===== config.mk =====
export PLATFORM = sky130hd
export DESIGN_NAME = vme_bus_arbiter
export DESIGN_NICKNAME = d
export VERILOG_FILES = /design/src/rtl/vme_arb_pkg.sv /design/src/rtl/vme_arb_req_latch.sv /design/src/rtl/vme_bus_arbiter.sv
export SDC_FILE = /design/constraint.sdc
export NUM_CORES = 1
export LEC_CHECK = 0
export BUFFER_PORTS_ARGS = -buffer_cell sky130_fd_sc_hd__buf_2
export CAP_MARGIN = 0
export CORE_MARGIN = 5
export CORE_UTILIZATION = 50
export CTS_BUF_LIST = sky130_fd_sc_hd__clkbuf_16
export CTS_CLUSTER_DIAMETER = 80
export DETAILED_ROUTE_END_ITERATION = 8
export PLACE_DENSITY = 0.76
export SETUP_SLACK_MARGIN = 0.1
export SYNTH_ARGS = -nofsm -noshare
export SYNTH_HDL_FRONTEND = slang
export SYNTH_HIERARCHICAL = 1
export SYNTH_SLANG_ARGS = --single-unit

===== constraint.sdc =====
create_clock -name Clk -period 4.6 [get_ports Clk]
set_input_delay 0.69 -clock Clk [delete_from_list [all_inputs] [get_ports Clk]]
set_output_delay 0.69 -clock Clk [all_outputs]
set_load 0.05 [all_outputs]

===== src/rtl/vme_arb_pkg.sv =====
// Shared types and widths for the two-port VME register-bus arbiter.
package vme_arb_pkg;
  localparam int ADDR_W = 19;
  localparam int DATA_W = 16;

  typedef enum logic [1:0] {ST_IDLE, ST_ISSUE, ST_WAIT} state_t;
  typedef enum logic {PORT_A = 1'b0, PORT_B = 1'b1} port_id_t;

  typedef struct packed {
    logic [ADDR_W-1:0] addr;
    logic [DATA_W-1:0] data;
    logic              wr;
  } slot_t;
endpackage


===== src/rtl/vme_arb_req_latch.sv =====
// One requester's pending slot: captures a strobe, holds it until that port's done.
module vme_arb_req_latch
  import vme_arb_pkg::*;
(
  input  logic              Clk,
  input  logic              rst_n,
  input  logic [ADDR_W:1]   addr,
  input  logic [DATA_W-1:0] wr_data,
  input  logic              rd_mem,
  input  logic              wr_mem,
  input  logic              clr,
  output logic              pending,
  output slot_t             slot,
  output logic              overrun
);
  logic strobe, take;

  // A strobe landing on the completing edge refills the slot instead of overrunning.
  assign strobe = rd_mem | wr_mem;
  assign take   = strobe && (!pending || clr);

  always_ff @(posedge Clk) begin
    if (!rst_n) begin
      pending <= 1'b0;
      slot    <= '0;
      overrun <= 1'b0;
    end else begin
      if (take) begin
        pending <= 1'b1;
        slot    <= '{addr: addr, data: wr_data, wr: wr_mem};
      end else if (clr) begin
        pending <= 1'b0;
      end
      if ((strobe && !take) || (rd_mem && wr_mem)) overrun <= 1'b1;
    end
  end
endmodule


===== src/rtl/vme_bus_arbiter.sv =====
// Round-robin arbiter muxing two requesters onto one register-bus master, with timeout.
module vme_bus_arbiter
  import vme_arb_pkg::*;
#(
  parameter int unsigned       TIMEOUT_CYCLES = 64,
  parameter logic [DATA_W-1:0] TIMEOUT_DATA   = 16'hDEAD
) (
  input  logic              Clk,
  input  logic              rst_n,
  input  logic [ADDR_W:1]   a_addr,
  input  logic [DATA_W-1:0] a_wr_data,
  input  logic              a_rd_mem,
  input  logic              a_wr_mem,
  output logic [DATA_W-1:0] a_rd_data,
  output logic              a_rd_done,
  output logic              a_wr_done,
  output logic              a_err,
  output logic              a_overrun,
  input  logic [ADDR_W:1]   b_addr,
  input  logic [DATA_W-1:0] b_wr_data,
  input  logic              b_rd_mem,
  input  logic              b_wr_mem,
  output logic [DATA_W-1:0] b_rd_data,
  output logic              b_rd_done,
  output logic              b_wr_done,
  output logic              b_err,
  output logic              b_overrun,
  output logic [ADDR_W:1]   m_addr,
  output logic [DATA_W-1:0] m_wr_data,
  output logic              m_rd_mem,
  output logic              m_wr_mem,
  input  logic [DATA_W-1:0] m_rd_data,
  input  logic              m_rd_done,
  input  logic              m_wr_done,
  output logic              busy
);
  state_t   state;
  port_id_t gnt;
  logic     gnt_wr;
  logic [7:0] tcnt;

  logic     a_pend, b_pend, a_clr, b_clr;
  slot_t    a_slot, b_slot, pick_slot;
  port_id_t pick;
  logic     accept, tmo, finish;

  vme_arb_req_latch u_lat_a (
    .Clk(Clk), .rst_n(rst_n), .addr(a_addr), .wr_data(a_wr_data),
    .rd_mem(a_rd_mem), .wr_mem(a_wr_mem), .clr(a_clr),
    .pending(a_pend), .slot(a_slot), .overrun(a_overrun)
  );

  vme_arb_req_latch u_lat_b (
    .Clk(Clk), .rst_n(rst_n), .addr(b_addr), .wr_data(b_wr_data),
    .rd_mem(b_rd_mem), .wr_mem(b_wr_mem), .clr(b_clr),
    .pending(b_pend), .slot(b_slot), .overrun(b_overrun)
  );

  // gnt doubles as last-grant: B wins only if A is idle or A went last.
  assign pick      = (b_pend && (!a_pend || gnt == PORT_A)) ? PORT_B : PORT_A;
  assign pick_slot = (pick == PORT_B) ? b_slot : a_slot;
  assign accept    = (state == ST_ISSUE || state == ST_WAIT) && (gnt_wr ? m_wr_done : m_rd_done);
  assign tmo       = (state == ST_WAIT) && (tcnt == 8'(TIMEOUT_CYCLES - 1));
  assign finish    = accept || tmo;
  assign a_clr     = finish && (gnt == PORT_A);
  assign b_clr     = finish && (gnt == PORT_B);

  always_ff @(posedge Clk) begin
    if (!rst_n) begin
      state     <= ST_IDLE;
      gnt       <= PORT_B;
      gnt_wr    <= 1'b0;
      tcnt      <= '0;
      busy      <= 1'b0;
      m_rd_mem  <= 1'b0;
      m_wr_mem  <= 1'b0;
      m_addr    <= '0;
      m_wr_data <= '0;
      a_rd_done <= 1'b0;
      a_wr_done <= 1'b0;
      a_err     <= 1'b0;
      a_rd_data <= '0;
      b_rd_done <= 1'b0;
      b_wr_done <= 1'b0;
      b_err     <= 1'b0;
      b_rd_data <= '0;
    end else begin
      a_rd_done <= 1'b0;
      a_wr_done <= 1'b0;
      a_err     <= 1'b0;
      b_rd_done <= 1'b0;
      b_wr_done <= 1'b0;
      b_err     <= 1'b0;
      m_rd_mem  <= 1'b0;
      m_wr_mem  <= 1'b0;
      case (state)
        ST_IDLE: if (a_pend || b_pend) begin
          state     <= ST_ISSUE;
          busy      <= 1'b1;
          gnt       <= pick;
          gnt_wr    <= pick_slot.wr;
          m_addr    <= pick_slot.addr;
          m_wr_data <= pick_slot.data;
          m_rd_mem  <= !pick_slot.wr;
          m_wr_mem  <= pick_slot.wr;
        end
        ST_ISSUE: begin
          tcnt <= '0;
          if (accept) begin
            state <= ST_IDLE;
            busy  <= 1'b0;
          end else begin
            state <= ST_WAIT;
          end
        end
        ST_WAIT: if (finish) begin
          state <= ST_IDLE;
          busy  <= 1'b0;
        end else begin
          tcnt <= tcnt + 8'd1;
        end
        default: begin
          state <= ST_IDLE;
          busy  <= 1'b0;
        end
      endcase
      if (finish) begin
        if (gnt == PORT_A) begin
          a_rd_done <= !gnt_wr;
          a_wr_done <= gnt_wr;
          a_err     <= !accept;
          if (!gnt_wr) a_rd_data <= accept ? m_rd_data : TIMEOUT_DATA;
        end else begin
          b_rd_done <= !gnt_wr;
          b_wr_done <= gnt_wr;
          b_err     <= !accept;
          if (!gnt_wr) b_rd_data <= accept ? m_rd_data : TIMEOUT_DATA;
        end
      end
    end
  end
endmodule


; ---- Yosys cells after proc, flatten, opt, wreduce, memory -nomap -nowiden
; Cells that the tools add are included.
[totals]
register_bits = 164
inputBits = 94
out_inout_bits = 78
word_cells = 98
[classes]
n_addsub = 1
n_eq_ne = 7
muxes = 18
bitwise_logic = 6
n_reduce_logical = 39
[ops]
columns = op, n
row1 = two-way mux 36 bit, 1
row2 = two-way mux 16 bit, 1
row3 = case mux 8 bit (2 select lines), 1
row4 = AND reduction 3 bit, 5
row5 = logical AND 1 bit, 11
row6 = two-way mux 1 bit, 9
row7 = "adder 8 x 1 -> 8 bit, second input constant", 1
row8 = "== test 8 x 6 -> 1 bit, second input constant", 1
row9 = logical OR 1 bit, 8
row10 = two-way mux 8 bit, 1
row11 = "inequality test 2 bit, second input constant", 4
row12 = zero test 1 bit, 7
row13 = two-way mux 2 bit, 3
row14 = case mux 2 bit (3 select lines), 1
row15 = AND reduction 2 bit, 3
row16 = nonzero test 2 bit, 3
row17 = inverter 1 bit, 4
row18 = case mux 1 bit (3 select lines), 1
row19 = OR reduction 3 bit, 1
row20 = "== test 2 x 1 -> 1 bit, second input constant", 1
row21 = "== test 2 bit, second input constant", 1
row22 = zero test 2 bit, 1
row23 = bitwise OR 1 bit, 2

; ---- Longest topological paths before layout
; Gate-level depths: netlist (run 1).
[logic_depth]
ltp_word = 10
mapped_depth = 10
depth_no_buf = 7

; ---- Cells and area by module
; Netlist (run 1), hierarchy kept.
[modules_own_cells]
columns = module, n_inst, cells_per_inst, area_each_um2, seq_area_each_um2
row1 = vme_bus_arbiter, 1, 362, 3627.2, 1761.7
row2 = vme_arb_req_latch, 2, 165, 1530.2, 760.7

; ---- Least setup slack after synthesis (run 1)
; OpenSTA, ideal clock, no wires.
[synth_timing]
path_type = input to register
start = in m_rd_done
end = reg u_lat_b/slot[10] (netlist bit)
setup_time_ns = 0.119
arrival_time_ns = 1.980
required_time_ns = 4.481
path_slack_ns = 2.501
path_stages = 8
n_path_buf = 2
cell_sequence = mux2_4 a32oi_4 nor2b_1 nand2b_4 o21a_1 buf_6 buf_8 mux2i_1
[synth_via]
elab_chain_cells = 6
[synth_rtl]
columns = element, line
row1 = "start, declared", vme_bus_arbiter.sv:33  ; input logic m_rd_done,
row2 = two-way mux 1 bit, vme_bus_arbiter.sv:62  ; assign accept = (state == ST_ISSUE || state == ST_WAIT) && (gnt_wr ? m_wr_done : m_rd_done);
row3 = logical AND 1 bit, vme_bus_arbiter.sv:62
row4 = logical OR 1 bit, vme_bus_arbiter.sv:64  ; assign finish = accept || tmo;
row5 = logical AND 1 bit, vme_bus_arbiter.sv:66  ; assign b_clr = finish && (gnt == PORT_B);
row6 = net b_clr, vme_bus_arbiter.sv:42  ; logic a_pend, b_pend, a_clr, b_clr;
row7 = logical OR 1 bit, vme_arb_req_latch.sv:20  ; assign take = strobe && (!pending || clr);
row8 = logical AND 1 bit, vme_arb_req_latch.sv:20
row9 = "end signal, assigned", vme_arb_req_latch.sv:30  ; slot <= '{addr: addr, data: wr_data, wr: wr_mem};
row10 = "end, declared", vme_arb_req_latch.sv:13  ; output slot_t slot,
; The timed path passes the listed nets, and every way through them passes these cells.
; A chain may end at the register's enable or synchronous reset.

; ---- Worst setup path after layout (run 1)
[layout_timing]
start = reg tcnt[0]
end = reg u_lat_a/slot[19] (netlist bit)
[layout_via]
elab_chain_cells = 6
[layout_rtl]
columns = element, line
row1 = "start, declared", vme_bus_arbiter.sv:40  ; logic [7:0] tcnt;
row2 = "start signal, assigned", vme_bus_arbiter.sv:120  ; tcnt <= tcnt + 8'd1;
row3 = == test 8 x 6 -> 1 bit, vme_bus_arbiter.sv:63  ; assign tmo = (state == ST_WAIT) && (tcnt == 8'(TIMEOUT_CYCLES - 1));
row4 = logical AND 1 bit, vme_bus_arbiter.sv:63
row5 = logical OR 1 bit, vme_bus_arbiter.sv:64
row6 = logical AND 1 bit, vme_bus_arbiter.sv:65  ; assign a_clr = finish && (gnt == PORT_A);
row7 = net a_clr, vme_bus_arbiter.sv:42
row8 = logical OR 1 bit, vme_arb_req_latch.sv:20
row9 = logical AND 1 bit, vme_arb_req_latch.sv:20
row10 = "end signal, assigned", vme_arb_req_latch.sv:30
row11 = "end, declared", vme_arb_req_latch.sv:13
; The timed path passes the listed nets, and every way through them passes these cells.

==> results of run 1 <==
==> per-stage QoR <==
stage | util | instances
6_report | 0.613 | 1020
3_3_place_gp | 0.570 | 990
2_1_floorplan | - | 692
4_1_cts | 0.613 | 1020
5_1_grt | 0.613 | 1020
3_5_place_dp | 0.570 | 990
==> cells in the mapped netlist, types with 3 or more instances <==
master	instances
nand2_1	169
o221a_2	22
buf_8	6
or3_1	4
nand3_1	10
mux2i_1	107
o21a_1	5
buf_6	3
nor2_1	44
o2111ai_1	3
inv_1	4
buf_2	14
buf_1	3
o22ai_1	10
clkbuf_1	30
ha_1	4
o211ai_1	3
dfxtp_1	164
a21boi_0	3
a21oi_1	9
a211oi_1	36
==> worst min path at each step <==
stage | from | endpoint | slack (ns) | cells past startpoint
floorplan | u_lat_a/slot[10] | u_lat_a/slot[10] | 0.43 | 2
finish | u_lat_a/slot[29] | u_lat_a/slot[29] | 0.45 | 2
CTS | u_lat_a/slot[20] | u_lat_a/slot[20] | 0.46 | 2
global placement | u_lat_a/slot[20] | u_lat_a/slot[20] | 0.44 | 2
detailed placement | u_lat_b/slot[5] | u_lat_b/slot[5] | 0.45 | 2
global route | u_lat_a/slot[22] | u_lat_a/slot[22] | 0.47 | 2
==> logic make-up after synthesis <==
| logic type | after synthesis |
|---|---|
| buffers and inverters | 61 |
| multiplexers | 108 |
| adder cells (fa/ha/maj) | 4 |
| flip-flops | 164 |
| AO/OA/AOI/OAI | 107 |
| AND/OR/NAND/NOR | 248 |
==> cells in the final DEF, fill, tap and decap left out, types with 3 or more instances in the layout <==
cell type | Yosys | final
o2111ai_1 | 3 | 3
o21a_2 | 0 | 3
a21oi_1 | 9 | 9
mux2i_1 | 107 | 107
or3_1 | 4 | 4
nand3_1 | 10 | 10
a211oi_1 | 36 | 36
clkbuf_16 | 0 | 17
nor2_1 | 44 | 44
buf_4 | 0 | 7
dfxtp_1 | 164 | 164
o22ai_1 | 10 | 10
inv_1 | 4 | 7
nand2_1 | 169 | 169
buf_2 | 14 | 170
clkinvlp_4 | 0 | 3
o221a_2 | 22 | 22
bufinv_16 | 0 | 3
o211ai_1 | 3 | 3
ha_1 | 4 | 4
==> flip-flops by register name, indices dropped and copies added (netlist names), 2 cells and up <==
signal,cells
u_lat_a/slot,36
u_lat_b/slot,36
m_addr,19
a_rd_data,16
b_rd_data,16
m_wr_data,16
tcnt,8
state,2
==> routing by layer <==
metal	routed length, microns	part of all wire
met5	23	0.0015
met3	1100	0.072
met2	7020	0.46
met4	155	0.010
met1	7070	0.46
==> power by group through the flow <==
stage / clock [mW] / sequential, mW / combinational [mW]
after global placement: 0 / 1.93 / 1.97
final: 1.38 / 1.91 / 1.99
after global routing: 1.47 / 1.95 / 2.13
after floorplan: 0 / 2.63 / 0.883
after detailed placement: 0 / 1.94 / 1.99
after CTS: 1.41 / 1.91 / 2.00
==> area by class of cell <==
type / count / area, sq um
sequential: 164 / 3280
clock buffer: 17 / 425
fill: 1134 / 5100
tap: 176 / 220
inverter: 5 / 18.8
multi-input combinational: 467 / 3080
clock inverter: 13 / 146
timing repair buffer: 178 / 915
==> worst reg2reg max path, stage by stage, from the launching register on <==
cell,delay [ns]
dfxtp_1,0.39
ha_1,0.22
and3_1,0.28
a32oi_4,0.20
nor2_1,0.13
nand2b_4,0.15
o21a_2,0.67
buf_4,0.39
mux2i_1,0.23
==> key figures, run 1 <==
CTS
  – Clock Tree Buf Depth: 2
  – Clock sinks: ~160
  – TritonCTS buffer count: 17
  – Clk slew on worst S/H paths: ~0.06 ns
  – H-tree levels: 4
  – CTS root buf: clkbuf_16
  – Post-CTS Resized: 0
  – Setup bufs post-CTS: 0
  – CTS tree: built
  – Later-pin clock latency in the skew report: between 0.4 and 0.5 ns
  – Hold-fix buffers, CTS: 0

Floorplanning
  – Rows: 42
  – IO Count: between 150 and 200
  – Core Box Area: 13200 sq um
  – Chip width: around 130 microns
  – Die Area: approximately 16000 sq um
  – Die height: between 100 and 150 microns
  – Starting density of the core: 0.507

Yosys
  – Xor and xnor fraction of the mapped netlist area: 0
  – Compound-Gate Fraction of Synth Area: 0.133
  – Synth Area in Simple Gates: 0.156
  – Avg Inst Size Synth: 9.66 sq um
  – FF+latch count, synth: approximately 160
  – Synth Cell Area: about 6700 sq um
  – Area leader, netlist: dfxtp_1
  – Syn Nets: a little under 800
  – Distinct cells, synth: 51
  – Post-synth EDFFs: 0
  – Top cell type's share of synthesized area: 0.491
  – Synth Instances: a little under 700
  – Mux cell area share after synthesis: 0.162
  – Main combinational cell family by area after synthesis: multiplexers
  – Register area share after synthesis: 0.491
  – Post-Synth Adder-Cell Area: 0.00748
  – Post-synth top flop: dfxtp_1
  – Yosys Warn Count: 6
  – Synth area leaders: dfxtp_1, mux2i_1, nand2_1
  – Async S/R FF share, synth: 0

Min path
  – Hold Crit Class: register to register

Job
  – Max-Cap Viols: 0

Pwr
  – Clock share of power: 0.262
  – Sw frac: 0.407
  – Total power: between 5 and 6 mW
  – P_leak: between 3 and 4 nW
  – Worst VDD drop: about 350 uV
  – Logic pwr share: 0.376
  – Reg power frac: 0.362
  – Int Power: 3.13 mW
  – Pwr/cell area: ~650 nW/um^2
  – NetSw: around 2.1 mW

GRT
  – First-pass GRT wire length: ~25 mm
  – Vias in the first global route: approximately 5k
  – GR peak layer: met2
  – Initial antenna violation count: 2
  – Met3 Resource Use GR: 0.0686
  – Global route overflow: 0
  – Met1 GRT Util: 0.255
  – Total track usage: 0.192
  – Largest net degree at the start of global routing: 81
  – Met2 Use GR: 0.297

Place
  – Port Buffers: 171
  – GP Congestion: around 0.79
  – Pre-CTS setup slack: ~1.9 ns
  – Final HPWL DP: 10.5 mm
  – Post-DP Area: ~7500 sq um

Cells and area
  – Layout cells sized above 1: 0.286
  – Final instance area: 8090 sq um
  – Area grow syn2layout: 21.0%
  – Ant. Diodes: 0
  – Fin nets: 931

STA
  – Worst-margin pin slew: 1.14 ns
  – Fin. max-slew vios: 0
  – Setup TNS: 0 ns
  – Worst Skew: 0.0115 ns
  – Slew HR: 0.239
  – Final WS setup: roughly 1.9 ns
  – RSZ-0062 raised after global routing: no
  – Final setup violation count: 0
  – Final hold violation count: 0
  – Period utilization: 0.592
  – Final min period: 2.72 ns
  – Hold_ws: 0.454 ns
  – Fmax: ~0.37 GHz

Setup path
  – CP top delay family: compound AO/OA/AOI/OAI gates
  – Crit. Startpoint: tcnt[0]
  – Critical path launch point type: register
  – R2R Setup Slk: approximately 1.9 ns
  – Crit-path max FO: 23
  – WS Path Type: register to register
  – Worst setup path end: u_lat_a/slot[19]
  – Critical path, cell by cell: ha_1 > and3_1 > a32oi_4 > nor2_1 > nand2b_4 > o21a_2 > buf_4 > mux2i_1
  – CP peak stage delay: approximately 0.67 ns
  – WP depth: 8
  – Register-to-Register Path Depth: 8
  – RR Endpoint: u_lat_a/slot[19]
  – R2R Path Start: tcnt[0]
  – WP data required: 4.94 ns
  – Data arrival time of the worst path: just over 3 ns
  – Slowest CP cell: o21a_2
  – Crit. End Element: register
  – WP buf/inv: 1

Outcome
  – Status: complete, no violations

Route
  – Vias: 5292
  – Residual DRC count: 0
  – DR pass1 iterations: 5
  – Initial drt markers: between 200 and 300
  – Remaining antenna violation count: 0
  – Routed len/inst: about 15 microns
  – Number of vias per cell: roughly 5.2
  – Routed WL: approximately 15 mm
Note: power is estimated with default switching activity, not from simulation.
==> run 2: changes to the inputs <==
--- a/config.mk
+++ b/config.mk
@@ -8,7 +8,7 @@
 export BUFFER_PORTS_ARGS = -buffer_cell sky130_fd_sc_hd__buf_2
 export CAP_MARGIN = 0
 export CORE_MARGIN = 5
-export CORE_UTILIZATION = 50
+export CORE_UTILIZATION = 48
 export CTS_BUF_LIST = sky130_fd_sc_hd__clkbuf_16
 export CTS_CLUSTER_DIAMETER = 80
 export DETAILED_ROUTE_END_ITERATION = 8
==> constraint.sdc (replaced) <==
create_clock -name Clk -period 2.46 [get_ports Clk]
set_input_delay 0.369 -clock Clk [delete_from_list [all_inputs] [get_ports Clk]]
set_output_delay 0.369 -clock Clk [all_outputs]
set_load 0.05 [all_outputs]
==> run 2 against run 1 <==
Cell count increased by 1.2%. Clock power increased by 87%. Worst setup slack got worse by 1.6 ns. Sequential share of layout area decreased by 0.69 points. Largest power group unchanged. First-iteration DRC count decreased by 23%. Design area increased by 1.7%. Sequential power increased by 87%. Fmax increased by 25%. Hold slack got worse by 0.26 ns. Register-to-register slack got worse by 1.6 ns.
==> key figures, run 2 (synthesis results as in run 1) <==
STA
  – Slew HR: 0.612
  – Hold_ws: a little under 0.2 ns
  – Final setup violation count: 0
  – Fmax: between 0.4 and 0.5 GHz
  – Fin. max-slew vios: 0
  – Final min period: approximately 2.2 ns
  – Setup TNS: 0 ns
  – Worst Skew: between 0.009 and 0.01 ns
  – Final WS setup: roughly 0.27 ns
  – Period utilization: 0.889
  – RSZ-0062 raised after global routing: no
  – Worst-margin pin slew: around 0.57 ns
  – Final hold violation count: 0

Floorplanning
  – Die Area: 16400 sq um
  – Rows: 43
  – IO Count: 172
  – Die height: between 100 and 150 microns
  – Starting density of the core: 0.486
  – Core Box Area: between 10000 and 15000 sq um
  – Chip width: about 130 microns

Cells and area
  – Layout cells sized above 1: 0.290
  – Final instance area: slightly above 8000 sq um
  – Layout Cells excl Fill: 1032
  – Final Util: 0.598
  – Fin nets: 939
  – Largest regs: u_lat_a/slot: 36 flops, u_lat_b/slot: 36 flops, m_addr: 19 flops
  – Commonest non-fill, non-tap cell in the layout: buf_2
  – Commonest cells after routing, fill and taps aside: buf_2, nand2_1, dfxtp_1
  – Area grow syn2layout: 23.1%
  – Ant. Diodes: 0
  – FILL cells: 1184

Route
  – Met3 wire length: 1.22 mm
  – WL met2: around 7.1 mm
  – Routed len/inst: 15.0 microns
  – Met1 wire length: around 6.9 mm
  – Remaining antenna violation count: 0
  – Vias: 5420
  – Max layer used: met5
  – Residual DRC count: 0
  – Routed WL: around 15 mm
  – Number of vias per cell: ~5.3
  – DR pass1 iterations: 5
  – Initial drt markers: 224

GRT
  – First-pass GRT wire length: ~25 mm
  – Vias in the first global route: between 5k and 6k
  – Initial antenna violation count: 2
  – Global route overflow: 0
  – Largest net degree at the start of global routing: 135
  – Total track usage: 0.185

Setup path
  – WP data required: between 2 and 3 ns
  – Data arrival time of the worst path: 2.53 ns
  – Critical path launch point type: register
  – Crit. Startpoint: tcnt[0]
  – Crit-path max FO: 19
  – Crit. End Element: register
  – WS Path Type: register to register
  – R2R Path Start: tcnt[0]

Pwr
  – Total power: 10.0 mW
  – Worst VDD drop: approximately 560 uV
  – Pwr/cell area: 1220 nW/um^2
  – P_leak: 3.70 nW

CTS
  – H-tree levels: 4
  – Hold-fix buffers, CTS: 0
  – Clk slew on worst S/H paths: about 0.060 ns
  – CTS root buf: clkbuf_16
  – Clock Tree Buf Depth: 2
  – Later-pin clock latency in the skew report: between 0.4 and 0.5 ns
  – Clock sinks: around 160
  – CTS tree: built
  – Setup bufs post-CTS: 0
  – Post-CTS Resized: 0
  – TritonCTS buffer count: 17

Job
  – Max-Cap Viols: 0

Place
  – GP Congestion: between 0.7 and 0.8
  – Placed instance count: between 1k and 1.5k
  – Port Buffers: approximately 170
  – Pre-CTS setup slack: 0.166 ns
  – Post-DP Area: ~7600 sq um
  – Final HPWL DP: 10.7 mm

Outcome
  – Status: complete, no violations

Min path
  – Hold Crit Class: primary input to register
  – Hold Startpoint: b_addr[5]
run 2: cell count changes in the layout (fill, tap and decap cells not counted), sizes merged:
cell,before,now
inv,7,8
clkinvlp,3,2
buf,178,186
run 2: cell type report:
| cell class | count | area, sq um | area share |
|---|---|---|---|
| multi-input cells | 467 | 3090 | 0.375 |
| flip-flops and latches | 164 | 3280 | 0.399 |
| inverters | 5 | 18.8 | 0.00228 |
| clock inverters | 13 | 145 | 0.0176 |
| well taps | 180 | 225 | 0.0274 |
| repair buffers | 186 | 1040 | 0.127 |
| clock buffers | 17 | 425 | 0.0517 |
run 2: final timing paths:
path,to,slack (ns),cells after the start
worst max-delay path,u_lat_a/slot[6],0.27,9
worst min-delay path,u_lat_b/slot[21],0.19,3
worst max register to register,u_lat_a/slot[6],0.27,9
worst min register to register,u_lat_b/slot[3],0.46,2
run 2: critical path, cell delays in order (launching register included):
cell      delay (ns)
dfxtp_1         0.40
ha_1            0.23
and3_1          0.28
a32oi_4         0.14
buf_4           0.19
nor2_1          0.09
nand2b_4        0.16
o21a_2          0.16
buf_6           0.25
mux2i_1         0.22
run 2: where the power goes:
group / leakage [nW] / switching [mW] / internal (mW)
Combinational: 2.07 / 2.71 / 1.16
Clock: 0.282 / 1.01 / 1.57
Sequential: 1.35 / 0.334 / 3.24
run 2: layer usage:
layer / global-route usage / vias up
li1: - / 2724
met1: 0.239 / 2496
met2: 0.294 / 173
met3: 0.0596 / 23
met4: 0.0605 / 4
met5: 0 / -
==> run 3: changes to the inputs <==
--- a/config.mk
+++ b/config.mk
@@ -7,12 +7,14 @@
 export LEC_CHECK = 0
 export BUFFER_PORTS_ARGS = -buffer_cell sky130_fd_sc_hd__buf_2
 export CAP_MARGIN = 0
+export CELL_PAD_IN_SITES_DETAIL_PLACEMENT = 2
+export CELL_PAD_IN_SITES_GLOBAL_PLACEMENT = 2
 export CORE_MARGIN = 5
-export CORE_UTILIZATION = 48
+export CORE_UTILIZATION = 29
 export CTS_BUF_LIST = sky130_fd_sc_hd__clkbuf_16
 export CTS_CLUSTER_DIAMETER = 80
 export DETAILED_ROUTE_END_ITERATION = 8
-export PLACE_DENSITY = 0.76
+export PLACE_DENSITY_LB_ADDON = 0.1
 export SETUP_SLACK_MARGIN = 0.1
 export SYNTH_ARGS = -nofsm -noshare
 export SYNTH_HDL_FRONTEND = slang
==> run 3 against run 2 <==
Sequential power hardly changed. Utilization decreased by 23 points. Fmax is 0.32% lower. Die area is 60% higher. First-iteration DRC count is 41% lower. Sequential share of layout area fell by 0.80 points. Design area rose by 2.0%. Clock power grew 6%. Hold slack got worse by 0.0047 ns. Wire length rose by 36%.
==> key figures, run 3 (synthesis results as in run 1) <==
Outcome
  – Status: complete, no violations

Floorplanning
  – Core Box Area: about 23000 sq um
  – IO Count: about 170
  – Die Area: 26200 sq um
  – Chip width: between 150 and 200 microns
  – Starting density of the core: 0.294
  – Rows: 55
  – Die height: between 150 and 200 microns

Setup path
  – Register-to-Register Path Depth: 8
  – Crit-path max FO: 16
  – Critical path launch point type: register
  – R2R Path Start: tcnt[1]
  – R2R Setup Slk: ~0.27 ns
  – WS Path Type: register to register
  – WP data required: 2.81 ns
  – RR Endpoint: u_lat_a/slot[21]
  – Crit. Startpoint: tcnt[1]
  – Crit. End Element: register
  – Data arrival time of the worst path: 2.54 ns
  – Worst setup path end: u_lat_a/slot[21]

STA
  – Fin. max-slew vios: 0
  – Final setup violation count: 0
  – Worst Skew: around 0.012 ns
  – Final hold violation count: 0
  – RSZ-0062 raised after global routing: no
  – Worst-margin pin slew: roughly 0.68 ns
  – Period utilization: 0.892
  – Hold_ws: between 0.15 and 0.2 ns
  – Fmax: between 0.4 and 0.5 GHz
  – Slew HR: 0.545
  – Final min period: ~2.2 ns
  – Setup TNS: 0 ns

Cells and area
  – Area grow syn2layout: 25.6%
  – Largest regs: u_lat_a/slot: 36 flops, u_lat_b/slot: 36 flops, m_addr: 19 flops
  – Fin nets: about 940
  – FILL cells: between 2k and 3k
  – Multi-input logic area: 3090 sq um
  – Register area: 3280 sq um
  – Final Util: 0.370
  – Commonest cells after routing, fill and taps aside: buf_2, nand2_1, dfxtp_1
  – Commonest non-fill, non-tap cell in the layout: buf_2
  – Layout cells sized above 1: 0.298
  – Layout Cells excl Fill: approximately 1.1k

CTS
  – CTS tree: built
  – Clock sinks: 164
  – Later-pin clock latency in the skew report: 0.42 ns
  – TritonCTS buffer count: 17
  – H-tree levels: 4
  – Clock Tree Buf Depth: 2
  – Clk slew on worst S/H paths: around 0.07 ns
  – Setup bufs post-CTS: 0
  – CTS root buf: clkbuf_16

Place
  – Placed instance count: 1109
  – Final HPWL DP: between 15 and 20 mm
  – GP Congestion: between 0.7 and 0.8
  – Port Buffers: about 170

Route
  – Routed len/inst: ~18 microns
  – Remaining antenna violation count: 0
  – DR pass1 iterations: 4
  – Residual DRC count: 0
  – Initial drt markers: roughly 130
  – Routed WL: around 21 mm
  – Number of vias per cell: roughly 4.9
  – Vias: between 5k and 6k

GRT
  – First-pass GRT wire length: 33.5 mm
  – Global route overflow: 0
  – Largest net degree at the start of global routing: 75
  – Vias in the first global route: about 6.4k
  – Total track usage: 0.158
  – Initial antenna violation count: 2

Job
  – Max-Cap Viols: 0

Pwr
  – Worst VDD drop: 450 uV
  – Pwr/cell area: about 1200 nW/um^2
  – P_leak: between 3 and 4 nW

Min path
  – Hold Crit Class: primary input to register
==> run 3: cell type report <==
| cell class | count | share of cell area |
|---|---|---|
| sequential | 164 | 0.391 |
| multi-input combinational | 467 | 0.368 |
| timing repair buffer | 188 | 0.125 |
| clock buffer | 17 | 0.0506 |
| tap | 285 | 0.0425 |
| clock inverter | 15 | 0.0204 |
| inverter | 5 | 0.00223 |
| antenna | 1 | 0.000298 |
==> run 3: how the worst min path moves through the flow <==
stage / from / to / slack [ns] / cells after the start
finish: a_addr[4] / u_lat_a/slot[20] / 0.19 / 3
global route: a_addr[15] / u_lat_a/slot[31] / 0.18 / 3
global placement: u_lat_a/slot[29] / u_lat_a/slot[29] / 0.44 / 2
CTS: a_addr[15] / u_lat_a/slot[31] / 0.17 / 3
floorplan: u_lat_a/slot[10] / u_lat_a/slot[10] / 0.43 / 2
detailed placement: u_lat_b/slot[29] / u_lat_b/slot[29] / 0.46 / 2
==> run 3: metrics by stage <==
step	power (mW)	worst slack (ns)	area, sq um
2_1_floorplan	6.57	0.526	6690
3_3_place_gp	7.52	0.338	7790
3_5_place_dp	7.67	0.213	7790
4_1_cts	10.4	0.198	8390
5_1_grt	10.8	0.132	8400
6_report	10.3	0.266	8400
==> run 3: layer usage <==
metal / routed length [microns] / GRT usage / up-vias / part of all wire
met2: 10600 / 0.286 / 121 / 0.50
li1: - / - / 2718 / -
met5: 13 / 0 / - / 0.00062
met3: 1060 / 0.0411 / 16 / 0.050
met4: 201 / 0.0408 / 2 / 0.0096
met1: 9160 / 0.187 / 2793 / 0.44
==> run 3: what timing repair did <==
action,CTS,global route
setup endpoints to repair,0,1
hold buffers,0,0
resized for setup,0,1
==> run 3: critical path, cell delays in order, from the launching register on <==
cell and delay (ns):
dfxtp_1 0.39, ha_1 0.23, and3_1 0.30, a32oi_4 0.17
nor2_1 0.13, nand2b_4 0.16, o21a_2 0.18, buf_4 0.32
mux2i_1 0.24
==> run 3: where the power goes <==
| group | internal, mW | switching (mW) | leakage, nW |
|---|---|---|---|
| clock network | 1.53 | 1.20 | 0.291 |
| logic | 1.13 | 2.81 | 2.08 |
| registers | 3.23 | 0.366 | 1.35 |
